==> config.mk <==
export PLATFORM = sky130hd
export DESIGN_NAME = spi_ram_arbiter
export DESIGN_NICKNAME = d
export VERILOG_FILES = /design/src/rtl/spi_ram_arbiter.sv
export SDC_FILE = /design/constraint.sdc
export NUM_CORES = 1
export LEC_CHECK = 0
export CAP_MARGIN = 20
export CORE_UTILIZATION = 41
export DETAILED_ROUTE_END_ITERATION = 8
export PLACE_DENSITY = 0.82
export SLEW_MARGIN = 5
export SYNTH_ARGS = -nofsm -noshare
export SYNTH_HDL_FRONTEND = slang
export SYNTH_SLANG_ARGS = --single-unit
==> constraint.sdc <==
create_clock -name clk -period 1.5 [get_ports clk]
set_input_delay 0.225 -clock clk [delete_from_list [all_inputs] [get_ports clk]]
set_output_delay 0.225 -clock clk [all_outputs]
set_load 0.03 [all_outputs]
==> src/rtl/spi_ram_arbiter.sv <==
// Locks the shared command RAM to the SPI slave or the host from address command to data command.
// Optional ARB_TIMEOUT_EN: a lock idle for TIMEOUT_CYC cycles is force-released.
//
// state        | meaning
// S_IDLE       | no owner; round-robin between buffered SPI command and host_req
// S_LOCK_SPI   | SPI issued an address command; only SPI is served
// S_LOCK_HOST  | host issued an address command; only host is served
// S_RD_WAIT    | read-data command issued; waiting for ram_tx_valid to route back
module spi_ram_arbiter #(
   parameter int DATA_W      = 8,
   parameter int TIMEOUT_CYC = 64
) (
   input  logic              clk,
   input  logic              rst_n,
   input  logic [DATA_W+1:0] spi_rx_data,
   input  logic              spi_rx_valid,
   output logic [DATA_W-1:0] spi_tx_data,
   output logic              spi_tx_valid,
   input  logic              host_req,
   input  logic [DATA_W+1:0] host_cmd,
   output logic              host_gnt,
   output logic [DATA_W-1:0] host_rdata,
   output logic              host_rvalid,
   output logic [DATA_W+1:0] ram_din,
   output logic              ram_rx_valid,
   input  logic [DATA_W-1:0] ram_dout,
   input  logic              ram_tx_valid,
   output logic [1:0]        owner,
   output logic              spi_overflow,
   output logic              lock_timeout
);

   localparam int CMD_W = DATA_W + 2;

   localparam logic [1:0] OWN_NONE = 2'b00;
   localparam logic [1:0] OWN_SPI  = 2'b01;
   localparam logic [1:0] OWN_HOST = 2'b10;

   localparam logic [1:0] OP_WR_ADDR = 2'b00;
   localparam logic [1:0] OP_WR_DATA = 2'b01;
   localparam logic [1:0] OP_RD_ADDR = 2'b10;

   typedef enum logic [1:0] {
      S_IDLE,
      S_LOCK_SPI,
      S_LOCK_HOST,
      S_RD_WAIT
   } state_t;

   state_t            state;
   logic              spi_rx_q;
   logic              spi_pend;
   logic [CMD_W-1:0]  spi_buf;
   logic              last_spi;
   logic              rd_spi;

   logic              spi_rise;
   logic              spi_issue;
   logic              host_issue;
   logic              issue;
   logic [CMD_W-1:0]  issue_cmd;
   logic [1:0]        issue_op;

`ifdef ARB_TIMEOUT_EN
   localparam int TMR_W = $clog2(TIMEOUT_CYC + 1);
   logic [TMR_W-1:0]  lock_tmr;
`endif

   always_comb begin
      spi_rise   = spi_rx_valid & ~spi_rx_q;
      spi_issue  = 1'b0;
      host_issue = 1'b0;
      case (state)
         // last_spi set means SPI won the previous tie, so the host gets this one
         S_IDLE: begin
            if (spi_pend && (!host_req || !last_spi))
               spi_issue = 1'b1;
            else if (host_req)
               host_issue = 1'b1;
         end
         S_LOCK_SPI:  spi_issue  = spi_pend;
         S_LOCK_HOST: host_issue = host_req;
         default: ;
      endcase
      issue     = spi_issue | host_issue;
      issue_cmd = spi_issue ? spi_buf : host_cmd;
      issue_op  = issue_cmd[CMD_W-1 -: 2];
   end

   assign host_gnt = host_issue;

   // A command arriving in the same cycle the buffer drains replaces it instead of overflowing.
   always_ff @(posedge clk or negedge rst_n) begin
      if (!rst_n) begin
         spi_rx_q     <= 1'b0;
         spi_pend     <= 1'b0;
         spi_buf      <= '0;
         spi_overflow <= 1'b0;
      end else begin
         spi_rx_q <= spi_rx_valid;
         if (spi_rise && (!spi_pend || spi_issue)) begin
            spi_buf  <= spi_rx_data;
            spi_pend <= 1'b1;
         end else if (spi_issue) begin
            spi_pend <= 1'b0;
         end
         if (spi_rise && spi_pend && !spi_issue)
            spi_overflow <= 1'b1;
      end
   end

   always_ff @(posedge clk or negedge rst_n) begin
      if (!rst_n) begin
         state        <= S_IDLE;
         owner        <= OWN_NONE;
         last_spi     <= 1'b0;
         rd_spi       <= 1'b0;
         ram_din      <= '0;
         ram_rx_valid <= 1'b0;
         spi_tx_data  <= '0;
         spi_tx_valid <= 1'b0;
         host_rdata   <= '0;
         host_rvalid  <= 1'b0;
`ifdef ARB_TIMEOUT_EN
         lock_tmr     <= '0;
         lock_timeout <= 1'b0;
`endif
      end else begin
         ram_rx_valid <= 1'b0;
         spi_tx_valid <= 1'b0;
         host_rvalid  <= 1'b0;
`ifdef ARB_TIMEOUT_EN
         lock_timeout <= 1'b0;
`endif
         if (issue) begin
            ram_din      <= issue_cmd;
            ram_rx_valid <= 1'b1;
            if (state == S_IDLE)
               last_spi <= spi_issue;
`ifdef ARB_TIMEOUT_EN
            lock_tmr <= TMR_W'(TIMEOUT_CYC);
`endif
            case (issue_op)
               OP_WR_ADDR, OP_RD_ADDR: begin
                  state <= spi_issue ? S_LOCK_SPI : S_LOCK_HOST;
                  owner <= spi_issue ? OWN_SPI : OWN_HOST;
               end
               OP_WR_DATA: begin
                  state <= S_IDLE;
                  owner <= OWN_NONE;
               end
               default: begin
                  state  <= S_RD_WAIT;
                  rd_spi <= spi_issue;
                  owner  <= spi_issue ? OWN_SPI : OWN_HOST;
               end
            endcase
         end else begin
            case (state)
               S_RD_WAIT: begin
                  if (ram_tx_valid) begin
                     if (rd_spi) begin
                        spi_tx_data  <= ram_dout;
                        spi_tx_valid <= 1'b1;
                     end else begin
                        host_rdata  <= ram_dout;
                        host_rvalid <= 1'b1;
                     end
                     state <= S_IDLE;
                     owner <= OWN_NONE;
                  end
               end
`ifdef ARB_TIMEOUT_EN
               S_LOCK_SPI, S_LOCK_HOST: begin
                  if (lock_tmr <= TMR_W'(1)) begin
                     state        <= S_IDLE;
                     owner        <= OWN_NONE;
                     lock_timeout <= 1'b1;
                  end else begin
                     lock_tmr <= lock_tmr - TMR_W'(1);
                  end
               end
`endif
               default: ;
            endcase
         end
      end
   end

`ifndef ARB_TIMEOUT_EN
   assign lock_timeout = 1'b0;
`endif

endmodule

Word level (Yosys, flattened, before mapping)
Cells that the tools add are included.
{"block": "totals", "regBits": 48, "in_bits": 33, "out_inout_bits": 34, "wordCells": 71}
{"block": "op_classes", "eq_ne": 5, "muxes": 24, "bitwise": 6, "n_reduce_logical": 22}
{"op": "$mux W1", "n": 14}
{"op": "$mux W2", "n": 6}
{"op": "$mux W10", "n": 1}
{"op": "$reduce_and A4 Y1", "n": 2}
{"op": "$eq A2 B2 Y1 const B", "n": 3}
{"op": "$reduce_and A2 Y1", "n": 3}
{"op": "$reduce_bool A2 Y1", "n": 3}
{"op": "$eq A2 B1 Y1 const B", "n": 2}
{"op": "$logic_and A1 B1 Y1", "n": 4}
{"op": "$logic_not A1 Y1", "n": 4}
{"op": "$logic_not A2 Y1", "n": 2}
{"op": "$not A1 Y1", "n": 4}
{"op": "$pmux W1 S2", "n": 2}
{"op": "$pmux W2 S2", "n": 1}
{"op": "$reduce_or A3 Y1", "n": 1}
{"op": "$logic_or A1 B1 Y1", "n": 2}
{"op": "$reduce_or A2 Y1", "n": 1}
{"op": "$and A1 B1 Y1", "n": 1}
{"op": "$or A1 B1 Y1", "n": 1}

Logic depth before layout (Yosys ltp)
Gate-level depths: netlist of run 1.
{"block": "depth", "ltp_word": 10, "depth_mapped": 6, "mapped_depth_nobuf": 4}

Least setup slack after synthesis of run 1
No wires, ideal clock.
{"block": "synth_timing", "path_kind": "reg2reg", "startpoint": "register state[1]", "endpoint": "register owner[1]", "setup_time_ps": 122, "arrival_ps": 1334, "required_ps": 1378, "slack_ps": 45, "path_stages_with_launch": 7, "path_cell_list": "dfrtp_1 -> buf_6 -> nand2b_1 -> buf_2 -> o21ai_4 -> inv_2 -> a32o_1"}
{"block": "synth_via", "elab_cells_between_ends": 15, "cone_classes": "eq/ne (4); mux (6); bitwise (1); reduce/logical (4)"}
{"element": "from (decl)", "line": "50", "text": "state_t state;"}
{"element": "from (signal assigned)", "line": "145", "text": "state <= spi_issue ? S_LOCK_SPI : S_LOCK_HOST;"}
{"element": "$eq A2 B2 Y1 / $logic_not A2 Y1 (equally long branches)", "line": "73", "text": "case (state)"}
{"element": "$pmux W1 S2 (*)", "line": "73"}
{"element": "named net host_gnt", "line": "21", "text": "output logic host_gnt,"}
{"element": "$or A1 B1 Y1 (*)", "line": "85", "text": "issue = spi_issue | host_issue;"}
{"element": "$reduce_bool A2 Y1 (no source line)"}
{"element": "$reduce_and A2 Y1 (no source line)"}
{"element": "to (signal assigned)", "line": "146", "text": "owner <= spi_issue ? OWN_SPI : OWN_HOST;"}
{"element": "to (signal assigned)", "line": "155", "text": "owner <= spi_issue ? OWN_SPI : OWN_HOST;"}
{"element": "to (decl)", "line": "28", "text": "output logic [1:0] owner,"}
Mark *: on every way through the listed nets, which the timed path passes. The rest lies on a longest branch.
A chain may end at the register's enable or synchronous reset.

Worst setup path after layout of run 1
{"block": "layout_timing", "startpoint": "register state[0]", "endpoint": "register spi_buf[8]"}
{"block": "layout_via", "elab_chain_len": 4, "elab_cells_between_ends": 5, "cone_classes": "eq/ne (1); mux (1); reduce/logical (3)"}
{"element": "$eq A2 B1 Y1 / $logic_not A2 Y1 (equally long branches)", "line": "73"}
{"element": "$pmux W1 S2 (*)", "line": "73"}
{"element": "$logic_or A1 B1 Y1 (*)", "line": "101", "text": "if (spi_rise && (!spi_pend || spi_issue)) begin"}
{"element": "$logic_and A1 B1 Y1 (*)", "line": "101"}
{"element": "to (signal assigned)", "line": "102", "text": "spi_buf <= spi_rx_data;"}
{"element": "to (decl)", "line": "53", "text": "logic [CMD_W-1:0] spi_buf;"}
Every way passes the cells marked *; elsewhere a longest branch is shown, timed or not.

==> impl_table.tex, run 1 <==
\begin{tabular}{lr}
\hline
Metric & Value \\
\hline
\multicolumn{2}{l}{\textbf{Status}} \\
Result of the run & complete, no violations \\
\multicolumn{2}{l}{\textbf{Setup path}} \\
Worst-path maximum fanout & 7 \\
Endpoint class of the critical path & flop \\
Crit start category & flop \\
WP data required & 1.69 ns \\
Class of the most critical setup path & reg2reg \\
Slack of the worst reg-to-reg path & 0.06 ns \\
Critical Path AT & about 1.6 ns \\
Crit path capture & spi\_buf[8] \\
First element of the critical path & state[0] \\
Count of cells along the worst register-to-register path & 4 \\
Endpoint of the lowest-slack register-to-register path & spi\_buf[8] \\
Crit Reg-Reg Startpoint & state[0] \\
\multicolumn{2}{l}{\textbf{Finish}} \\
Final core utilization & 0.6350 \\
Leading cell type in the layout, fill and taps excluded & dfrtp\_1 \\
Leading cell types in the layout, fill and taps excluded & 45 x dfrtp\_1, 33 x dlygate4sd2\_1, 30 x clkdlybuf4s50\_1 \\
Count of non-filler cells in the finished layout & 303 \\
Fraction of layout cells with a size suffix above 1 & 0.3263 \\
Layout area overhead & 47.58\% \\
Number of diodes added for antenna fixing & 0 \\
Number of nets in the layout & approximately 270 \\
\multicolumn{2}{l}{\textbf{Clock network}} \\
Depth of the CTS H-tree & 2 \\
CTS tree & done \\
Clock Root Buffer & clkbuf\_8 \\
Total clock sinks & 48 \\
Number of buffers inserted during clock tree synthesis & 5 \\
Clock-pin slew of the registers on the worst-case setup and hold paths & 0.09 ns \\
Buffer levels on the longest clock path & 2 \\
Clock latency on the worst-skew pair & 0.30 ns \\
\multicolumn{2}{l}{\textbf{Global route}} \\
Number of global-route vias before repair & 1484 \\
All-Layer GR Usage & 0.1859 \\
Global-route layer with the greatest usage & met2 \\
First-pass GRT wire length & 7362 µm \\
Met3 usage in global routing & 0.04558 \\
Global-route track usage on met2 & 0.2835 \\
Global routing met1 resource utilization & 0.2600 \\
Overflow after GRT & 0 \\
Maximum number of pins on one net before global-route repair & 24 \\
Number of antenna violations at the first check in global routing & 0 \\
\multicolumn{2}{l}{\textbf{Timing}} \\
Count of final max-slew check failures & 0 \\
Worst hold slack & 0.4164 ns \\
Final number of setup-violating endpoints & 0 \\
Post-layout worst setup margin & 0.05908 ns \\
FMAX & 694.0 MHz \\
Shortest clock period the worst path allows after layout & $\sim$1.4 ns \\
Final hold violations & 0 \\
Final Skew & 0.005507 ns \\
Setup repair after global routing missed its margin & yes \\
Tcrit/Tclk final & 0.9606 \\
\multicolumn{2}{l}{\textbf{Power and ir drop}} \\
Post-layout power & 6.379 mW \\
Power per cell area & 2113 nW/µm² \\
Total leakage power & 1.368 nW \\
Peak VDD IR & 0.8960 mV \\
\multicolumn{2}{l}{\textbf{Floorplanning}} \\
Die extent in x & 72.64 µm \\
Count of standard-cell rows & 25 \\
Total I/O pin count & 67 \\
Full die area & 5276 µm² \\
Total core area & 4755 µm² \\
Starting utilization of the core area & 0.4303 \\
Overall die height & 72.64 µm \\
\multicolumn{2}{l}{\textbf{Routing}} \\
Routed WL per cell & 14.46 µm \\
Number of DRC markers in iteration 0 & 113 \\
Count of vias placed by the detailed router & 1520 \\
Total iterations of the first detailed-routing run & 4 \\
Post-route ant nets & 0 \\
Wirelength, routed & 4382 µm \\
Number of remaining DRC errors & 0 \\
Via-per-instance ratio & 5.017 \\
\multicolumn{2}{l}{\textbf{Logic synthesis}} \\
Mapped cell area & 2046 µm² \\
Synthesized Nets & 183 \\
Avg Cell Area, Syn & roughly 14 µm² \\
Synthesis Warnings & 0 \\
Share of the yosys chip area belonging to registers & 0.5872 \\
Cell count after synthesis & 150 \\
Cell variety after synth & 35 \\
Count of state elements after synthesis & 48 \\
\multicolumn{2}{l}{\textbf{Hold path}} \\
Hold/Removal Path Class & in2async \\
\multicolumn{2}{l}{\textbf{Place}} \\
Port bufs & 65 \\
Dpl cells & 292 \\
Pre-CTS WS & -0.2400 ns \\
Final HPWL from detailed placement & 3230 µm \\
Final Wtd Congestion & approximately 0.8 \\
\multicolumn{2}{l}{\textbf{Job}} \\
Number of max-cap violations & 0 \\
\hline
\end{tabular}
[flip-flops by register name (all words and copies together) (netlist names)]
register and cells:
ram_din 10, spi_buf 10, host_rdata 8, spi_tx_data 8, owner 2, state 2, host_rvalid 1, last_spi 1
ram_rx_valid 1, rd_spi 1, spi_overflow 1, spi_pend 1, spi_rx_q 1, spi_tx_valid 1
[per-stage QoR]
stage | setup TNS [ns] | area, µm²
2_1_floorplan | 0 | 2046
3_3_place_gp | -4.601 | 2877
3_5_place_dp | -5.345 | 2877
4_1_cts | -0.002544 | 2988
5_1_grt | -0.0003622 | 3019
6_report | 0 | 3019
[repair_timing]
action,4_1_cts,5_1_grt
endpoints found under the setup margin,33,19
resized for setup,37,8
endpoints found under the hold margin,21,0
cloned,0,0
setup buffers,2,0
pin swaps,1,3
hold buffers,1,0
[synth_stat cells]
library cell,instances,share of area
o22a_1,1,0.0043
a211o_1,1,0.0043
o31ai_1,1,0.0037
a31oi_1,2,0.0061
nand3_1,5,0.012
inv_1,4,0.0073
and3b_1,1,0.0043
mux2_2,26,0.14
and2_1,1,0.0031
nand2b_1,5,0.015
inv_2,1,0.0018
buf_2,3,0.0073
nor2_1,2,0.0037
nand4_2,1,0.0061
buf_4,3,0.011
nand2_1,4,0.0073
a21oi_1,2,0.0049
nor3b_2,1,0.0061
nor3_1,3,0.0073
o211ai_1,2,0.0073
nor2b_4,1,0.0067
o21ai_0,5,0.012
dfrtp_1,48,0.59
o21ai_4,1,0.0080
a32o_1,1,0.0049
o221a_2,8,0.044
a2bb2oi_4,1,0.013
nand3b_4,1,0.0098
buf_6,1,0.0055
or3_1,8,0.024
nand2_2,1,0.0031
conb_1,1,0.0018
o21bai_1,1,0.0037
nor2b_1,2,0.0061
nand4_1,1,0.0031
[routing by layer]
| layer | wire length, µm | share of wire |
|---|---|---|
| met5 | 0 | 0 |
| met2 | 2139 | 0.49 |
| met3 | 193 | 0.044 |
| met4 | 61 | 0.014 |
| met1 | 1986 | 0.45 |
[power by group]
part | total, mW | switching, mW | internal, mW
Combinational | 3.17 | 1.72 | 1.45
Sequential | 2.30 | 0.385 | 1.91
Clock | 0.916 | 0.423 | 0.493
[critical path, cell delays in order (launching register included)]
cell,delay (ns)
dfrtp_2,0.46
nand3b_4,0.19
a2bb2oi_4,0.21
buf_12,0.14
mux2_2,0.32
[worst min path at each step]
stage / startpoint / to / slack, ns / cells after the start
6_report: rst_n / spi_tx_valid / 0.42 / 2
5_1_grt: spi_rx_valid / spi_rx_q / 0.44 / 1
4_1_cts: spi_rx_valid / spi_rx_q / 0.42 / 1
3_5_place_dp: rst_n / spi_tx_valid / 0.22 / 1
3_3_place_gp: rst_n / spi_tx_valid / 0.22 / 1
2_1_floorplan: rst_n / host_rdata[0] / -0.07 / 0
[cell type report]
class	instances	area, µm²
clock buffers	5	68.82
repair buffers	85	790.8
inverters	5	18.77
multi-input cells	90	809.5
well taps	67	83.83
clock inverters	3	42.54
fillers	385	1735
flip-flops and latches	48	1205
[cells by family after synthesis]
group / Yosys count / synth area share
AOI/OAI and AO/OA: 26 / 0.1162
and+or+nand+nor: 37 / 0.1187
DFF: 48 / 0.5872
muxes: 26 / 0.1431
other: 1 / 0.001833
buffers and inverters: 12 / 0.03302
Power figures use the tool's default switching activity.
==> run 2, diff against run 1 <==
Settings changed: CORE_UTILIZATION 41 to 49, PLACE_DENSITY 0.82 to 0.92.
Clock period 1.5 ns to 1.7 ns, I/O delays scaled along.
==> run 2 against run 1 <==
  * Worst setup slack got worse by 0.0086 ns
  * Die area decreased by 16%
  * Critical endpoint is now host_gnt
  * Largest power group unchanged
  * Core utilization increased by 10 points
  * Critical path depth unchanged
  * Hold slack improved by 0.036 ns
  * Critical path type is now reg2out
  * Sequential cell count unchanged
  * First-iteration DRC count decreased by 46%
==> impl_table.tex, run 2 (synthesis results as in run 1) <==
\begin{tabular}{lr}
\hline
Metric & Value \\
\hline
\multicolumn{2}{l}{\textbf{Place}} \\
Port bufs & 65 (unchanged) \\
Total cell area at the placement stage & 2830 µm² (was 2877 µm²) \\
Final HPWL from detailed placement & 3355 µm (was 3230 µm) \\
Pre-CTS WS & -0.07334 ns (was -0.2400 ns) \\
Final Wtd Congestion & 0.8136 (was 0.7987) \\
\multicolumn{2}{l}{\textbf{Setup path}} \\
Top cell family by delay on the critical path & flip-flops (unchanged) \\
Crit start category & flop (unchanged) \\
Worst-path maximum fanout & 6 (was 7) \\
Endpoint class of the critical path & output port (was flop) \\
Count of cells along the worst register-to-register path & 4 (unchanged) \\
Series of cell instances along the critical path & nand2b\_1 -> o21ai\_4 -> inv\_2 -> buf\_4 (was nand3b\_4 -> a2bb2oi\_4 -> buf\_12 -> mux2\_2) \\
Endpoint of the lowest-slack register-to-register path & spi\_buf[1] (was spi\_buf[8]) \\
Crit Reg-Reg Startpoint & state[0] (unchanged) \\
Standard cell with the maximum stage delay on the critical path & dfrtp\_2 (unchanged) \\
Slack of the worst reg-to-reg path & 0.23 ns (was 0.06 ns) \\
Delay contributed by the slowest stage of the critical path & 0.46 ns (about the same) \\
Class of the most critical setup path & reg2out (was reg2reg) \\
WP data required & 1.44 ns (was 1.69 ns) \\
Number of buffers and inverters on the critical path & 2 (was 1) \\
Critical Path AT & 1.39 ns (was 1.63 ns) \\
\multicolumn{2}{l}{\textbf{Routing}} \\
Routed WL per cell & 16.49 µm (was 14.46 µm) \\
Wirelength, routed & 4616 µm (was 4382 µm) \\
Number of remaining DRC errors & 0 (unchanged) \\
Count of vias placed by the detailed router & 1521 (was 1520) \\
Number of DRC markers in iteration 0 & 61 (was 113) \\
Total iterations of the first detailed-routing run & 5 (was 4) \\
Post-route ant nets & 0 (unchanged) \\
Via-per-instance ratio & 5.432 (was 5.017) \\
\multicolumn{2}{l}{\textbf{Global route}} \\
All-Layer GR Usage & 0.2292 (was 0.1859) \\
Number of antenna violations at the first check in global routing & 0 (unchanged) \\
Overflow after GRT & 0 (unchanged) \\
Maximum number of pins on one net before global-route repair & 49 (was 24) \\
First-pass GRT wire length & 7396 µm (was 7362 µm) \\
Number of global-route vias before repair & 1510 (was 1484) \\
\multicolumn{2}{l}{\textbf{Timing}} \\
Final hold violations & 0 (unchanged) \\
Shortest clock period the worst path allows after layout & 1.649 ns \\
Count of final max-slew check failures & 0 (unchanged) \\
Worst hold slack & 0.4525 ns (was 0.4164 ns) \\
Post-layout worst setup margin & 0.05050 ns (was 0.05908 ns) \\
FMAX & between 600 and 700 MHz \\
Final number of setup-violating endpoints & 0 (unchanged) \\
Setup repair after global routing missed its margin & no (was yes) \\
Final Skew & 0.008467 ns (was 0.005507 ns) \\
Tcrit/Tclk final & 0.9703 \\
\multicolumn{2}{l}{\textbf{Power and ir drop}} \\
Post-layout power & 5.673 mW (was 6.379 mW) \\
Net Sw Frac & 0.3986 (was 0.3965) \\
Part of the power in the clock network & 0.119 (was 0.144) \\
Combinational share of power & 0.521 (was 0.497) \\
Internal Dissipation & 3.412 mW (was 3.850 mW) \\
Switching power of the nets & 2.261 mW (was 2.529 mW) \\
Peak VDD IR & 0.9878 mV (was 0.8960 mV) \\
Power per cell area & 1927 nW/µm² (was 2113 nW/µm²) \\
Total leakage power & 1.250 nW (was 1.368 nW) \\
Fraction of power consumed by sequential logic & 0.360 (about the same) \\
\multicolumn{2}{l}{\textbf{Floorplanning}} \\
Die extent in x & 66.62 µm (was 72.64 µm) \\
Full die area & 4438 µm² (was 5276 µm²) \\
Total I/O pin count & 67 (unchanged) \\
Overall die height & 66.62 µm (was 72.64 µm) \\
Starting utilization of the core area & 0.5114 (was 0.4303) \\
Total core area & 4000 µm² (was 4755 µm²) \\
Count of standard-cell rows & 23 (was 25) \\
\multicolumn{2}{l}{\textbf{Clock network}} \\
CTS tree & done (unchanged) \\
Clock-pin slew of the registers on the worst-case setup and hold paths & 0.09 ns (about the same) \\
Clock Root Buffer & clkbuf\_8 (unchanged) \\
Number of buffers inserted during clock tree synthesis & 5 (unchanged) \\
Total clock sinks & 48 (unchanged) \\
Buffer levels on the longest clock path & 2 (unchanged) \\
Clock latency on the worst-skew pair & 0.30 ns (about the same) \\
Depth of the CTS H-tree & 2 (unchanged) \\
\multicolumn{2}{l}{\textbf{Hold path}} \\
Hold-critical path endpoint & spi\_rx\_q \\
Hold path start & spi\_rx\_valid \\
Hold/Removal Path Class & in2reg (was in2async) \\
Depth of the worst hold-timing path & 1 \\
\multicolumn{2}{l}{\textbf{Finish}} \\
Fill cell total of the finished layout & 257 (was 385) \\
Number of nets in the layout & 262 (was 268) \\
Layout area overhead & 43.91\% (was 47.58\%) \\
Final core utilization & 0.7360 (was 0.6350) \\
Top Registers & ram\_din (10), spi\_buf (10) (unchanged) \\
Leading cell type in the layout, fill and taps excluded & clkdlybuf4s50\_1 (was dfrtp\_1) \\
Leading cell types in the layout, fill and taps excluded & 63 x clkdlybuf4s50\_1, 47 x dfrtp\_1, 26 x mux2\_2 (was 45 x dfrtp\_1, 33 x dlygate4sd2\_1, 30 x clkdlybuf4s50\_1) \\
Final std cell area, no fill & 2944 µm² (was 3019 µm²) \\
Number of diodes added for antenna fixing & 0 (unchanged) \\
Fraction of layout cells with a size suffix above 1 & 0.2913 (was 0.3263) \\
\multicolumn{2}{l}{\textbf{Job}} \\
Number of max-cap violations & 0 (unchanged) \\
\multicolumn{2}{l}{\textbf{Status}} \\
Result of the run & complete, no violations (unchanged) \\
\hline
\end{tabular}
==> run 2: worst max-delay path by stage <==
stage	start	endpoint	slack [ns]	cells after the start
after floorplan	state[1]	owner[1]	0.24	6
after global placement	host_req	spi_buf[9]	-0.02	6
after detailed placement	host_req	spi_buf[1]	-0.07	6
after CTS	state[1]	host_gnt	0.04	4
after global routing	state[1]	host_gnt	0.005	4
final	state[1]	host_gnt	0.05	4
==> run 2: power groups by stage <==
stage          sequential (mW)  clock, mW  combinational, mW
2_1_floorplan             2.67          0               1.12
6_report                  2.04      0.677               2.96
4_1_cts                   2.03      0.696               2.97
3_3_place_gp              2.02          0               2.86
3_5_place_dp              2.05          0               2.94
5_1_grt                   2.10      0.738               3.11
==> run 2: metrics by stage <==
step,std cells,TNS (ns)
floorplan,150,0
global placement,270,-0.1485
finish,280,0
global route,280,0
CTS,280,0
detailed placement,270,-0.6170
==> run 2: metal layers <==
layer	track usage	part of all wire
met5	0	0
met2	0.3687	0.53
met1	0.2946	0.42
met3	0.03767	0.032
met4	0.1197	0.018
==> run 2: cell type report <==
type	instances	area, µm²	share of cell area
flip-flops and latches	48	1202	0.4084
repair buffers	79	788.3	0.2677
multi-input cells	90	779.5	0.2648
clock buffers	5	68.82	0.02337
well taps	50	62.56	0.02125
clock inverters	3	23.77	0.008075
inverters	5	18.77	0.006375
==> run 2: what timing repair did <==
item / CTS / global route
buffers inserted: 1 / 0
endpoints found under the setup margin: 1 / 1
hold endpoints to repair: 48 / 0
hold buffers: 1 / 0
pin swaps: 1 / 0
gates resized for setup: 0 / 2
==> run 3, diff against run 2 <==
Settings changed: SLEW_MARGIN 5 to not set.
==> results of run 3 <==
The final DEF is identical to that of run 2; final timing and power are the same.
